[src/rtl/kronos_lsu_q.sv]
// Load/store unit with a DEPTH-entry request queue and a single-issue bus FSM.
// Define KRONOS_LSU_MISALIGN_EN to split misaligned accesses into two word accesses.
module kronos_lsu_q #(
   parameter int unsigned DEPTH     = 2,
   parameter logic [31:0] BOOT_ADDR = 32'h0
) (
   input  logic        clk,
   input  logic        rstz,
   input  logic        req_vld,
   output logic        req_rdy,
   input  logic [31:0] req_addr,
   input  logic [31:0] req_wdata,
   input  logic        req_ld,
   input  logic        req_st,
   input  logic [1:0]  req_size,
   input  logic        req_uns,
   input  logic [4:0]  req_rd,
   input  logic        flush,
   output logic [31:0] data_addr,
   output logic [31:0] data_wr_data,
   output logic [3:0]  data_wr_mask,
   output logic        data_rd_req,
   output logic        data_wr_req,
   input  logic [31:0] data_rd_data,
   input  logic        data_gnt,
   output logic [31:0] load_data,
   output logic [4:0]  load_rd,
   output logic        load_write,
   output logic        store_done,
   output logic        misaligned,
   output logic        busy,
   output logic [31:0] last_addr
);
   localparam int unsigned AW = $clog2(DEPTH);
   localparam int unsigned CW = AW + 1;

   typedef enum logic [1:0] {IDLE, ACC0, ACC1, DONE} state_t;

   typedef struct packed {
      logic [31:0] addr;
      logic [31:0] wdata;
      logic        ld;
      logic        st;
      logic [1:0]  size;
      logic        uns;
      logic [4:0]  rd;
   } entry_t;

   function automatic logic is_mis(input logic [1:0] size, input logic [1:0] off);
      return (size == 2'd1 && off == 2'd3) || (size[1] && off != 2'd0);
   endfunction

   function automatic logic [31:0] ld_ext(input logic [1:0] size, input logic uns,
                                          input logic [1:0] off, input logic [31:0] lo,
                                          input logic [31:0] hi);
      logic [31:0] w;
      w = 32'({hi, lo} >> {off, 3'b000});
      case (size)
         2'd0:    return uns ? {24'h0, w[7:0]}  : {{24{w[7]}}, w[7:0]};
         2'd1:    return uns ? {16'h0, w[15:0]} : {{16{w[15]}}, w[15:0]};
         default: return w;
      endcase
   endfunction

   entry_t          q_mem_q [DEPTH];
   logic [AW-1:0]   wr_ptr_q, wr_ptr_d, rd_ptr_q, rd_ptr_d;
   logic [CW-1:0]   count_q, count_d;
   state_t          state_q, state_d;
   entry_t          cur_q, cur_d;
   logic            split_q, split_d;
   logic [31:0]     lo_q, lo_d, spill_data_q, spill_data_d;
   logic [3:0]      spill_mask_q, spill_mask_d;
   logic [31:0]     data_addr_q, data_addr_d, data_wr_data_q, data_wr_data_d;
   logic [3:0]      data_wr_mask_q, data_wr_mask_d;
   logic            data_rd_req_q, data_rd_req_d, data_wr_req_q, data_wr_req_d;
   logic [31:0]     load_data_q, load_data_d, last_addr_q, last_addr_d;
   logic [4:0]      load_rd_q, load_rd_d;
   logic            load_write_q, load_write_d, store_done_q, store_done_d;
   logic            misaligned_q, misaligned_d;

   entry_t      req_entry, head;
   logic        push, start, issue, fin;
   logic [63:0] head_lanes;
   logic [7:0]  head_mask;
   logic [3:0]  base_mask;

   assign req_entry = '{addr: req_addr, wdata: req_wdata, ld: req_ld, st: req_st,
                        size: req_size, uns: req_uns, rd: req_rd};
   assign head      = q_mem_q[rd_ptr_q];
   assign req_rdy   = count_q < CW'(DEPTH);
   assign push      = req_vld && req_rdy && !flush;
   // A flush in the same cycle as a would-be issue discards the head too.
   assign start     = (count_q != '0) && !flush && (state_q == IDLE || state_q == DONE);

   always_comb begin
      case (head.size)
         2'd0:    base_mask = 4'b0001;
         2'd1:    base_mask = 4'b0011;
         default: base_mask = 4'b1111;
      endcase
      head_lanes = {32'h0, head.wdata} << {head.addr[1:0], 3'b000};
      head_mask  = {4'h0, base_mask} << head.addr[1:0];
`ifdef KRONOS_LSU_MISALIGN_EN
      issue = 1'b1;
`else
      issue = !is_mis(head.size, head.addr[1:0]);
`endif
   end

   always_ff @(posedge clk) begin
      if (push) q_mem_q[wr_ptr_q] <= req_entry;
   end

   always_comb begin
      wr_ptr_d = wr_ptr_q;
      rd_ptr_d = rd_ptr_q;
      count_d  = count_q;
      if (flush) begin
         rd_ptr_d = wr_ptr_q;
         count_d  = '0;
      end else begin
         if (push)  wr_ptr_d = wr_ptr_q + 1'b1;
         if (start) rd_ptr_d = rd_ptr_q + 1'b1;
         count_d = count_q + CW'(push) - CW'(start);
      end
   end

   always_comb begin
      state_d        = state_q;
      cur_d          = cur_q;
      split_d        = split_q;
      lo_d           = lo_q;
      spill_data_d   = spill_data_q;
      spill_mask_d   = spill_mask_q;
      data_addr_d    = data_addr_q;
      data_wr_data_d = data_wr_data_q;
      data_wr_mask_d = data_wr_mask_q;
      data_rd_req_d  = data_rd_req_q;
      data_wr_req_d  = data_wr_req_q;
      load_data_d    = load_data_q;
      load_rd_d      = load_rd_q;
      last_addr_d    = last_addr_q;
      load_write_d   = 1'b0;
      store_done_d   = 1'b0;
      misaligned_d   = 1'b0;
      fin            = 1'b0;
      case (state_q)
         IDLE, DONE: begin
            state_d = IDLE;
            if (start) begin
               state_d        = ACC0;
               cur_d          = head;
               split_d        = is_mis(head.size, head.addr[1:0]);
               data_addr_d    = {head.addr[31:2], 2'b00};
               data_wr_data_d = head_lanes[31:0];
               data_wr_mask_d = (head.st && issue) ? head_mask[3:0] : '0;
               spill_data_d   = head_lanes[63:32];
               spill_mask_d   = head.st ? head_mask[7:4] : '0;
               data_rd_req_d  = head.ld && issue;
               data_wr_req_d  = head.st && issue;
            end
         end
         ACC0: begin
`ifndef KRONOS_LSU_MISALIGN_EN
            if (split_q) begin
               state_d      = DONE;
               misaligned_d = 1'b1;
               last_addr_d  = cur_q.addr;
            end else
`endif
            if (data_gnt) begin
               if (split_q) begin
                  state_d        = ACC1;
                  lo_d           = data_rd_data;
                  data_addr_d    = data_addr_q + 32'd4;
                  data_wr_data_d = spill_data_q;
                  data_wr_mask_d = spill_mask_q;
               end else begin
                  fin = 1'b1;
               end
            end
         end
         ACC1: fin = data_gnt;
      endcase
      if (fin) begin
         state_d        = DONE;
         data_rd_req_d  = 1'b0;
         data_wr_req_d  = 1'b0;
         data_wr_mask_d = '0;
         load_write_d   = cur_q.ld;
         store_done_d   = cur_q.st;
         last_addr_d    = cur_q.addr;
         if (cur_q.ld) begin
            load_rd_d   = cur_q.rd;
            load_data_d = ld_ext(cur_q.size, cur_q.uns, cur_q.addr[1:0],
                                 (state_q == ACC1) ? lo_q : data_rd_data,
                                 (state_q == ACC1) ? data_rd_data : 32'h0);
         end
      end
   end

   always_ff @(posedge clk or negedge rstz) begin
      if (!rstz) begin
         wr_ptr_q       <= '0;
         rd_ptr_q       <= '0;
         count_q        <= '0;
         state_q        <= IDLE;
         cur_q          <= '0;
         split_q        <= 1'b0;
         lo_q           <= '0;
         spill_data_q   <= '0;
         spill_mask_q   <= '0;
         data_addr_q    <= '0;
         data_wr_data_q <= '0;
         data_wr_mask_q <= '0;
         data_rd_req_q  <= 1'b0;
         data_wr_req_q  <= 1'b0;
         load_data_q    <= '0;
         load_rd_q      <= '0;
         load_write_q   <= 1'b0;
         store_done_q   <= 1'b0;
         misaligned_q   <= 1'b0;
         last_addr_q    <= BOOT_ADDR;
      end else begin
         wr_ptr_q       <= wr_ptr_d;
         rd_ptr_q       <= rd_ptr_d;
         count_q        <= count_d;
         state_q        <= state_d;
         cur_q          <= cur_d;
         split_q        <= split_d;
         lo_q           <= lo_d;
         spill_data_q   <= spill_data_d;
         spill_mask_q   <= spill_mask_d;
         data_addr_q    <= data_addr_d;
         data_wr_data_q <= data_wr_data_d;
         data_wr_mask_q <= data_wr_mask_d;
         data_rd_req_q  <= data_rd_req_d;
         data_wr_req_q  <= data_wr_req_d;
         load_data_q    <= load_data_d;
         load_rd_q      <= load_rd_d;
         load_write_q   <= load_write_d;
         store_done_q   <= store_done_d;
         misaligned_q   <= misaligned_d;
         last_addr_q    <= last_addr_d;
      end
   end

   assign data_addr    = data_addr_q;
   assign data_wr_data = data_wr_data_q;
   assign data_wr_mask = data_wr_mask_q;
   assign data_rd_req  = data_rd_req_q;
   assign data_wr_req  = data_wr_req_q;
   assign load_data    = load_data_q;
   assign load_rd      = load_rd_q;
   assign load_write   = load_write_q;
   assign store_done   = store_done_q;
   assign misaligned   = misaligned_q;
   assign last_addr    = last_addr_q;
   assign busy         = (count_q != '0) || (state_q != IDLE);
endmodule

[config.mk]
export PLATFORM = sky130hd
export DESIGN_NAME = kronos_lsu_q
export DESIGN_NICKNAME = d
export VERILOG_FILES = /design/src/rtl/kronos_lsu_q.sv
export SDC_FILE = /design/constraint.sdc
export NUM_CORES = 1
export LEC_CHECK = 0
export ABC_AREA = 1
export BUFFER_PORTS_ARGS = -buffer_cell sky130_fd_sc_hd__buf_4
export CORE_ASPECT_RATIO = 0.6
export CORE_UTILIZATION = 50
export DETAILED_ROUTE_END_ITERATION = 12
export PLACE_DENSITY_LB_ADDON = 0.08
export SETUP_SLACK_MARGIN = 0.05
export SLEW_MARGIN = 40
export SYNTH_ARGS = -nofsm -noshare
export SYNTH_HDL_FRONTEND = slang
export SYNTH_SLANG_ARGS = --single-unit
export TNS_END_PERCENT = 1
[constraint.sdc]
create_clock -name clk -period 4.2 [get_ports clk]
set_input_delay 0.63 -clock clk [delete_from_list [all_inputs] [get_ports clk]]
set_output_delay 0.63 -clock clk [all_outputs]
set_load 0.02 [all_outputs]
==> flow_metrics.tcl, run 1 <==
set metrics [dict create \
    status "complete, no violations" \
    io_buffers 252 \
    cp-end-kind "register" \
    grt_first_pass_wirelength_um 52420 \
    grt-ovfl-total 0 \
    drive_gt1_share_pct 23.69 \
    place_area_um2 15130 \
    hold_viol_final 0 \
    fin_cells 1920 \
    rsz0062_at_grt "false" \
    synth_area_um2 13230 \
    tightest_slew_ps 814.6 \
    gp_congestion 0.8601 \
    ys_warn_count 0 \
    synth_top_family_by_area "simple AND/OR/NAND/NOR gates" \
    dp_hpwl_um 22280 \
    area_growth_pct 21.65 \
    fmax_ghz 0.3051 \
    synth_area_leaders "edfxtp_1 (34%), dfrtp_1 (30%), nand2_1 (13%), nand3_1 (3.7%), nor2_1 (3.4%)" \
    ant_nets 0 \
    initial_utilization_pct 51.65 \
    place_inst 1864 \
    cts_tree "done" \
    hold_path.class "input pin to async pin" \
    setup_viol 0 \
    period_share_pct 78.03 \
    synth_compound_gate_area_share_pct 6.903 \
    num_vias 9966 \
    synth_mux_area_share_pct 0 \
    clockBufferDepth 3 \
    core_um2 25620 \
    final_cell_mix "nand2_1 (469), buf_4 (264), dfrtp_1 (158)" \
    power_density_nw_per_um2 782.8 \
    wl_per_cell_um 17.62 \
    yosysTopAreaCell "edfxtp_1" \
    firstDrtPassIters 5 \
    netlist_instances 1347 \
    leakagePower_nw 7.450 \
    max_cap_violations 0 \
    die_y_um 128.0 \
    critPathLaunchType "register" \
    nets 1660 \
    clk_latency_ps 560 \
    cp_max_fo 46 \
    chipWidth_um 212.0 \
    root_buffer "clkbuf_16" \
    grt_pass1_vias 9314 \
    fin_worst_hold_slack_ps 65.30 \
    maxSlewViolCount 0 \
    slew_headroom_pct 45.69 \
    cts_htree_levels 1 \
    max-vdd-ir-drop_v 0.0004166 \
    ys_types 34 \
    cts_setup_buffers 0 \
    final_common_cell "nand2_1" \
    die-area_um2 27140 \
    crit_type "register to register" \
    final.fill_count 2137 \
    cts_hold_buf 0 \
    fin_crit_ps 3277 \
    finClkSkew_ps 14.06 \
    avgViaCountPerCell 5.191 \
    synthSimpleGateAreaFrac_pct 22.40 \
    dp_slack_ps 1294 \
    final_area_um2 16100 \
    syn_avg_cell_area_um2 9.823 \
    worst_slack_ps 922.9 \
    initialDrtViolationCount 677 \
    synth-seq-cells 307 \
    grt_usage_pct 25.24 \
    ys_seq_area_share_pct 63.66 \
    rows 45 \
    wl_um 33830 \
    synth-adder-area-share_pct 0.5674 \
    cts_sinks 307 \
    arrival_ps 3750 \
    path_clk_slew_ps 70 \
    grt_antenna_before_repair 2 \
    drc 0 \
    post_cts_resized 0 \
    worstPathRequired_ps 4670 \
    synth_xor_area_share_pct 0.1986 \
    grt_max_degree 93 \
    cts_buffers 29 \
    netlist.area_leader.share_pct 33.59 \
    io_pins 255 \
]
-- cell families after synthesis --
| family | count (synthesis) |
|---|---|
| xor gates and xnor gates | 3 |
| buffers and inverters | 163 |
| and+or+nand+nor | 726 |
| adders and majority gates | 6 |
| AOI/OAI and AO/OA | 141 |
| DFF | 307 |
| other | 1 |
-- worst max-delay path: stages, from the launching register on --
cell	delay (ps)
dfrtp_2	850
clkinv_2	790
nand2_1	250
o21ai_2	130
nor2_4	550
inv_1	310
o21ai_0	240
-- worst paths after layout --
path	startpoint	endpoint	slack, ps	cells after the start
worst max register to register	rd_ptr_q$_DFFE_PN0P_	data_wr_data[3]$_DFFE_PN0P_	920	6
min in group clk	req_wdata[13]	q_mem_q[0][23]$_DFFE_PP_	250	1
worst max-delay path	rd_ptr_q$_DFFE_PN0P_	data_wr_data[3]$_DFFE_PN0P_	920	6
worst min register to register	last_addr[29]$_DFFE_PN0P_	last_addr[29]$_DFFE_PN0P_	470	2
max in group asynchronous	rstz	cur_q[50]$_DFFE_PN0P_	3220	2
worst min-delay path	rstz	load_data[28]$_DFFE_PN0P_	70	1
-- layout make-up --
| class | instances | area [um2] | share of cell area (%) |
|---|---|---|---|
| Clock buffer | 36 | 772.0 | 4.796 |
| Tap cell | 352 | 440.4 | 2.736 |
| Clock inverter | 18 | 186.4 | 1.158 |
| Antenna cell | 2 | 5.005 | 0.03109 |
| Multi-Input combinational cell | 878 | 4008 | 24.90 |
| Inverter | 60 | 231.5 | 1.438 |
| Timing Repair Buffer | 267 | 2028 | 12.60 |
| Sequential cell | 307 | 8424 | 52.34 |
-- power by group --
part	switching [mW]	total [mW]	internal, mW
combinational	3.36	5.22	1.86
clock	1.15	2.65	1.50
sequential	0.639	4.73	4.09
-- cells in the mapped netlist --
library cell,number
nand2_2,2
nor2_1,120
ha_1,6
nand2_1,469
o21bai_1,1
o21ai_1,3
nor2_2,3
o21a_1,1
or2_2,31
conb_1,1
inv_2,7
o21ai_2,3
inv_4,1
nand3_2,2
buf_1,7
a21oi_2,1
a31oi_1,2
buf_2,40
a22o_1,6
o31ai_1,36
a21oi_1,3
o21ai_0,56
xor2_1,2
dfrtp_1,159
buf_6,2
o211ai_1,22
nand3_1,97
buf_4,39
inv_1,52
nor2_4,2
a22oi_1,7
edfxtp_1,148
xnor2_1,1
clkbuf_1,15
-- state kept, by name (all words and copies together) (netlist names) --
signal        count
load_data        32
load_rd           5
store_done        1
data_wr_data     32
load_write        1
q_mem_q         148
count_q           2
rd_ptr_q          1
last_addr        32
data_wr_req       1
data_wr_mask      4
split_q           1
misaligned        1
wr_ptr_q          1
state_q           2
data_rd_req       1
cur_q            42
-- through the flow --
| stage | util [%] | total power, mW | TNS (ps) |
|---|---|---|---|
| floorplan | - | 8.222 | -35260 |
| global placement | 59.02 | 9.917 | 0 |
| detailed placement | 59.06 | 10.01 | 0 |
| CTS | 62.80 | 12.68 | 0 |
| global route | 62.82 | 13.42 | 0 |
| finish | 62.83 | 12.60 | 0 |
-- per-layer routing --
metal | track usage [%] | routed length [um] | vias up
met5 | 0 | 0 | -
met4 | 4.859 | 368 | 0
met3 | 5.610 | 2602 | 34
met2 | 35.95 | 14480 | 330
met1 | 39.52 | 16380 | 4800
li1 | - | - | 4802
Note: power is estimated with default switching activity, not from simulation.
==> run 2, diff against run 1 <==
clock period = 2.9 ns   (was 4.2 ns; I/O delays follow)
==> run 2 against run 1 <==
Via count about the same. Final cell count increased by 0.68%. Highest routed layer unchanged. Critical path depth increased by 5. Die area unchanged.
==> flow_metrics.tcl, run 2 (synthesis gave the netlist of run 1 again) <==
set metrics [dict create \
    num_vias 9962 \
    grt-ovfl-total 0 \
    largest-register "q_mem_q" \
    path_clk_slew_ps 70 \
    initial_utilization_pct 51.65 \
    cts_htree_levels 1 \
    register_area_um2 8424 \
    post_cts_resized 0 \
    path_buf_inv 5 \
    slowest_stage "buf_6" \
    final_cell_mix "nand2_1 (469), buf_4 (277), dfrtp_1 (158)" \
    clk_latency_ps 570 \
    period_share_pct 79.45 \
    worstPathRequired_ps 3390 \
    critPathLaunchType "register" \
    holdPathStages 1 \
    io_buffers 252 \
    met1_usage_pct 39.51 \
    initialDrtViolationCount 906 \
    slew_headroom_pct 45.78 \
    die_y_um 128.0 \
    fin_cells 1933 \
    nets 1673 \
    avgViaCountPerCell 5.154 \
    cts_sinks 307 \
    grt_use_met2_pct 35.31 \
    hold_viol_final 0 \
    finClkSkew_ps 20.28 \
    grt_usage_pct 25.12 \
    cp_slowest_stage_delay_ps 610 \
    dp_hpwl_um 23050 \
    fmax_ghz 0.4340 \
    final_area_um2 16150 \
    multi_input_area_um2 4023 \
    place_area_um2 15230 \
    use_met3_pct 5.855 \
    cp-end-kind "register" \
    gp_congestion 0.8715 \
    reg_top3 "q_mem_q (148), cur_q (42)" \
    path_cells "inv_1, ha_1, inv_1, o21ai_1, nor2_2, inv_4, buf_6, nand2_1, inv_1, nand2_1, nand2_1" \
    final_util_pct 63.06 \
    clockBufferDepth 3 \
    tightest_slew_ps 813.3 \
    rsz0062_at_grt "false" \
    firstDrtPassIters 5 \
    wl_um 33800 \
    grt-busiest-layer "met1" \
    drive_gt1_share_pct 24.14 \
    final.fill_count 2140 \
    area_growth_pct 22.09 \
    crit_cells 11 \
    power_mw 18.06 \
    io_pins 255 \
    rows 45 \
    grt_antenna_before_repair 2 \
    cts_buffers 28 \
    ant_nets 0 \
    setup_viol 0 \
    final_common_cell "nand2_1" \
    chipWidth_um 212.0 \
    fin_crit_ps 2304 \
    die-area_um2 27140 \
    wl_per_cell_um 17.48 \
    status "complete, no violations" \
    root_buffer "clkbuf_16" \
    core_um2 25620 \
    maxSlewViolCount 0 \
    grt_first_pass_wirelength_um 52420 \
    max_cap_violations 0 \
    cp_max_fo 107 \
    leakagePower_nw 7.479 \
    fin_worst_hold_slack_ps 49.42 \
    place_inst 1877 \
    crit_type "register to register" \
    largest_reg_flops 148 \
    r2r_cells 11 \
    max-vdd-ir-drop_v 0.0006326 \
    hold_path.class "input pin to register" \
    grt_pass1_vias 9223 \
    power_density_nw_per_um2 1118 \
    cpLargestDelayFamily "buffers and inverters" \
    grt_max_degree 108 \
    cts_tree "done" \
    arrival_ps 2790 \
    cts_setup_buffers 0 \
    drc 0 \
]
run 2: cell count changes in the layout (fill, tap and decap cells not counted), sizes merged:
cell / delta
buf: +13
bufinv: -2
clkbuf: +2
clkinv: -3
clkinvlp: +2
diode: +1
dlygate4sd3: +1
inv: -1
run 2: layer usage:
layer / share of wire [%] / wire length, um
met3: 7.5 / 2546
met4: 1.6 / 541
met5: 0 / 0
met2: 43 / 14370
met1: 48 / 16340
run 2: cell type report:
| class | count | area share (%) |
|---|---|---|
| Antenna cell | 3 | 0.04647 |
| Clock buffer | 38 | 4.756 |
| Inverter | 60 | 1.425 |
| Sequential cell | 307 | 52.15 |
| Timing Repair Buffer | 281 | 13.20 |
| Multi-Input combinational cell | 878 | 24.90 |
| Clock inverter | 14 | 0.7978 |
| Tap cell | 352 | 2.726 |
run 2: path summary, 6_finish.rpt:
kind	slack (ps)	from	end
max	600	state_q[1]$_DFFE_PN0P_	data_wr_req$_DFFE_PN0P_
min	50	req_wdata[2]	q_mem_q[0][12]$_DFFE_PP_
max in group asynchronous	1630	rstz	cur_q[3]$_DFFE_PN0P_
max reg2reg	600	state_q[1]$_DFFE_PN0P_	data_wr_req$_DFFE_PN0P_
min reg2reg	470	load_rd[1]$_DFFE_PN0P_	load_rd[1]$_DFFE_PN0P_
min in group asynchronous	470	rstz	load_data[28]$_DFFE_PN0P_
run 2: through the flow:
| stage | setup TNS (ps) | worst slack [ps] |
|---|---|---|
| 2_1_floorplan | -38460 | -259.9 |
| 3_3_place_gp | 0 | 401.1 |
| 3_5_place_dp | 0 | 579.2 |
| 4_1_cts | 0 | 554.3 |
| 5_1_grt | 0 | 318.2 |
| 6_report | 0 | 595.8 |
run 2: power by group:
part / total, mW / switching, mW / internal, mW / leakage, nW
combinational: 7.72 / 4.95 / 2.76 / 3.69
clock: 3.60 / 1.63 / 1.97 / 0.430
sequential: 6.74 / 0.828 / 5.91 / 3.36
total: 18.1 / 7.41 / 10.6 / 7.48
run 2: worst reg2reg max path, delay by kind of cell (launching register included):
kind | cells | cell delay (ps)
compound gates | 1 | 130
flops | 1 | 370
fa+ha+maj | 1 | 330
simple gates | 4 | 400
buf+inv | 5 | 1010
run 2: what timing repair did:
item	CTS	global route
setup endpoints to repair	0	0
hold buffers	1	0
endpoints found under the hold margin	63	0
==> run 3, diff against run 2 <==
clock period = 2.05 ns   (was 2.9 ns; I/O delays follow)
==> run 3 against run 2 <==
Die area did not move. Fmax increased by 20%. Combinational power up 53%. Via count is 5.6% higher. Non-clock buffer count is 95 higher. Clock skew fell by 6.3 ps. Sequential power increased by 42%. First-iteration DRC count increased by 14%. Critical path depth increased by 1. Core utilization grew 5.2 points. Global-route usage grew 0.59 points. Critical path type unchanged. Largest power group unchanged. Highest routed layer is now met5.
==> flow_metrics.tcl, run 3 (synthesis gave the netlist of run 1 again) <==
set metrics [dict create \
    cp_max_fo 23 \
    final.fill_count 1972 \
    clockBufferDepth 3 \
    status "complete, no violations" \
    io_pins 255 \
    grt_usage_pct 25.70 \
    drc 0 \
    num_vias 10523 \
    root_buffer "clkbuf_16" \
    max_cap_violations 0 \
    io_buffers 252 \
    arrival_ps 2360 \
    hold_path.class "input pin to register" \
    largest_reg_flops 148 \
    cts_tree "done" \
    die_y_um 128.0 \
    power_mw 27.20 \
    fin_cells 2027 \
    dp_hpwl_um 23080 \
    critPathLaunchType "register" \
    cts_buffers 29 \
    cts_htree_levels 1 \
    rows 45 \
    gp_congestion 0.8997 \
    ant_nets 0 \
    die-area_um2 27140 \
    setup_viol 0 \
    cp-end-kind "register" \
    power_density_nw_per_um2 1557 \
    place_inst 1888 \
    clk_latency_ps 550 \
    hold_viol_final 0 \
    maxSlewViolCount 0 \
    grt_max_degree 63 \
    path_clk_slew_ps 70 \
    tightest_slew_ps 596.8 \
    final_common_cell "nand2_1" \
    area_growth_pct 32.08 \
    fin_worst_hold_slack_ps 106.7 \
    dr.max_layer_used "met5" \
    grt_first_pass_wirelength_um 53790 \
    wl_um 35150 \
    wl_per_cell_um 17.34 \
    finalSetupTns_ps 0 \
    core_um2 25620 \
    drive_gt1_share_pct 24.66 \
    largest-register "q_mem_q" \
    grt_antenna_before_repair 1 \
    chipWidth_um 212.0 \
    drt-met1-wl_um 16710 \
    nets 1769 \
    crit_type "register to register" \
    worstPathRequired_ps 2490 \
    slew_headroom_pct 60.21 \
    rsz0062_at_grt "true" \
    max-vdd-ir-drop_v 0.001038 \
    cts_sinks 307 \
    grt_pass1_vias 9640 \
    routed-wl-met2_um 15100 \
    initial_utilization_pct 51.65 \
    fin_crit_ps 1921 \
    leakagePower_nw 8.046 \
    n_antenna_cell 0 \
    grt-ovfl-total 0 \
    avgViaCountPerCell 5.191 \
    finClkSkew_ps 14.02 \
    reg_top3 "q_mem_q (148), cur_q (42)" \
    met3_length_um 2841 \
    firstDrtPassIters 6 \
    period_share_pct 93.69 \
    final_cell_mix "nand2_1 (469), buf_4 (281), dfrtp_1 (158)" \
    initialDrtViolationCount 1034 \
    fmax_ghz 0.5207 \
    final_util_pct 68.21 \
]
run 3: area by class of cell:
cell class / count / area, um2 / share of cell area [%]
inverter: 60 / 240.2 / 1.375
timing repair buffer: 376 / 3252 / 18.61
multi-input combinational: 878 / 4064 / 23.25
clock inverter: 19 / 265.3 / 1.518
clock buffer: 35 / 789.5 / 4.518
sequential: 307 / 8424 / 48.21
tap: 352 / 440.4 / 2.520
run 3: final timing paths:
check | cells after the start | end | slack, ps | startpoint
min in group asynchronous | 2 | load_data[25]$_DFFE_PN0P_ | 280 | rstz
max in group asynchronous | 3 | store_done$_DFF_PN0_ | 1060 | rstz
min | 3 | store_done$_DFF_PN0_ | 110 | data_gnt
max reg2reg | 12 | load_data[16]$_DFFE_PN0P_ | 130 | state_q[0]$_DFFE_PN0P_
min reg2reg | 2 | load_rd[4]$_DFFE_PN0P_ | 470 | load_rd[4]$_DFFE_PN0P_
max | 12 | load_data[16]$_DFFE_PN0P_ | 130 | state_q[0]$_DFFE_PN0P_
run 3: worst max-delay path: stages, from the launching register on:
cell       delay, ps
dfrtp_1          370
inv_2             60
buf_4            150
ha_4             190
inv_8            100
o21ai_2           70
nand3_2          130
nor2_4            60
buf_12           140
clkbuf_16        180
or2_2            280
inv_1             60
nor2_1            40
run 3: what timing repair did:
item / CTS / global route
setup endpoints to repair: 24 / 113
buffers inserted: 0 / 5
hold buffers: 76 / 0
pin swaps: 0 / 4
gates cloned: 0 / 4
hold endpoints to repair: 200 / 0
resized for setup: 4 / 16
run 3: report_power, final:
part           total, mW  internal (mW)  switching (mW)
Combinational       11.8           4.45            7.32
Clock               5.89           3.52            2.38
Sequential          9.54           8.37            1.17
run 3: routing by layer:
layer | track usage [%] | vias to the layer above
met5 | 0 | -
met1 | 40.41 | 5045
met2 | 36.93 | 403
met4 | 4.007 | 2
li1 | - | 5027
met3 | 5.610 | 46
run 3: per-stage QoR:
step                      cell area, um2  setup WS (ps)
after global placement             15420          86.36
after global routing               17480          33.54
after detailed placement           15420          27.82
after floorplan                    13260         -162.0
final                              17480          129.4
after CTS                          17250          57.15
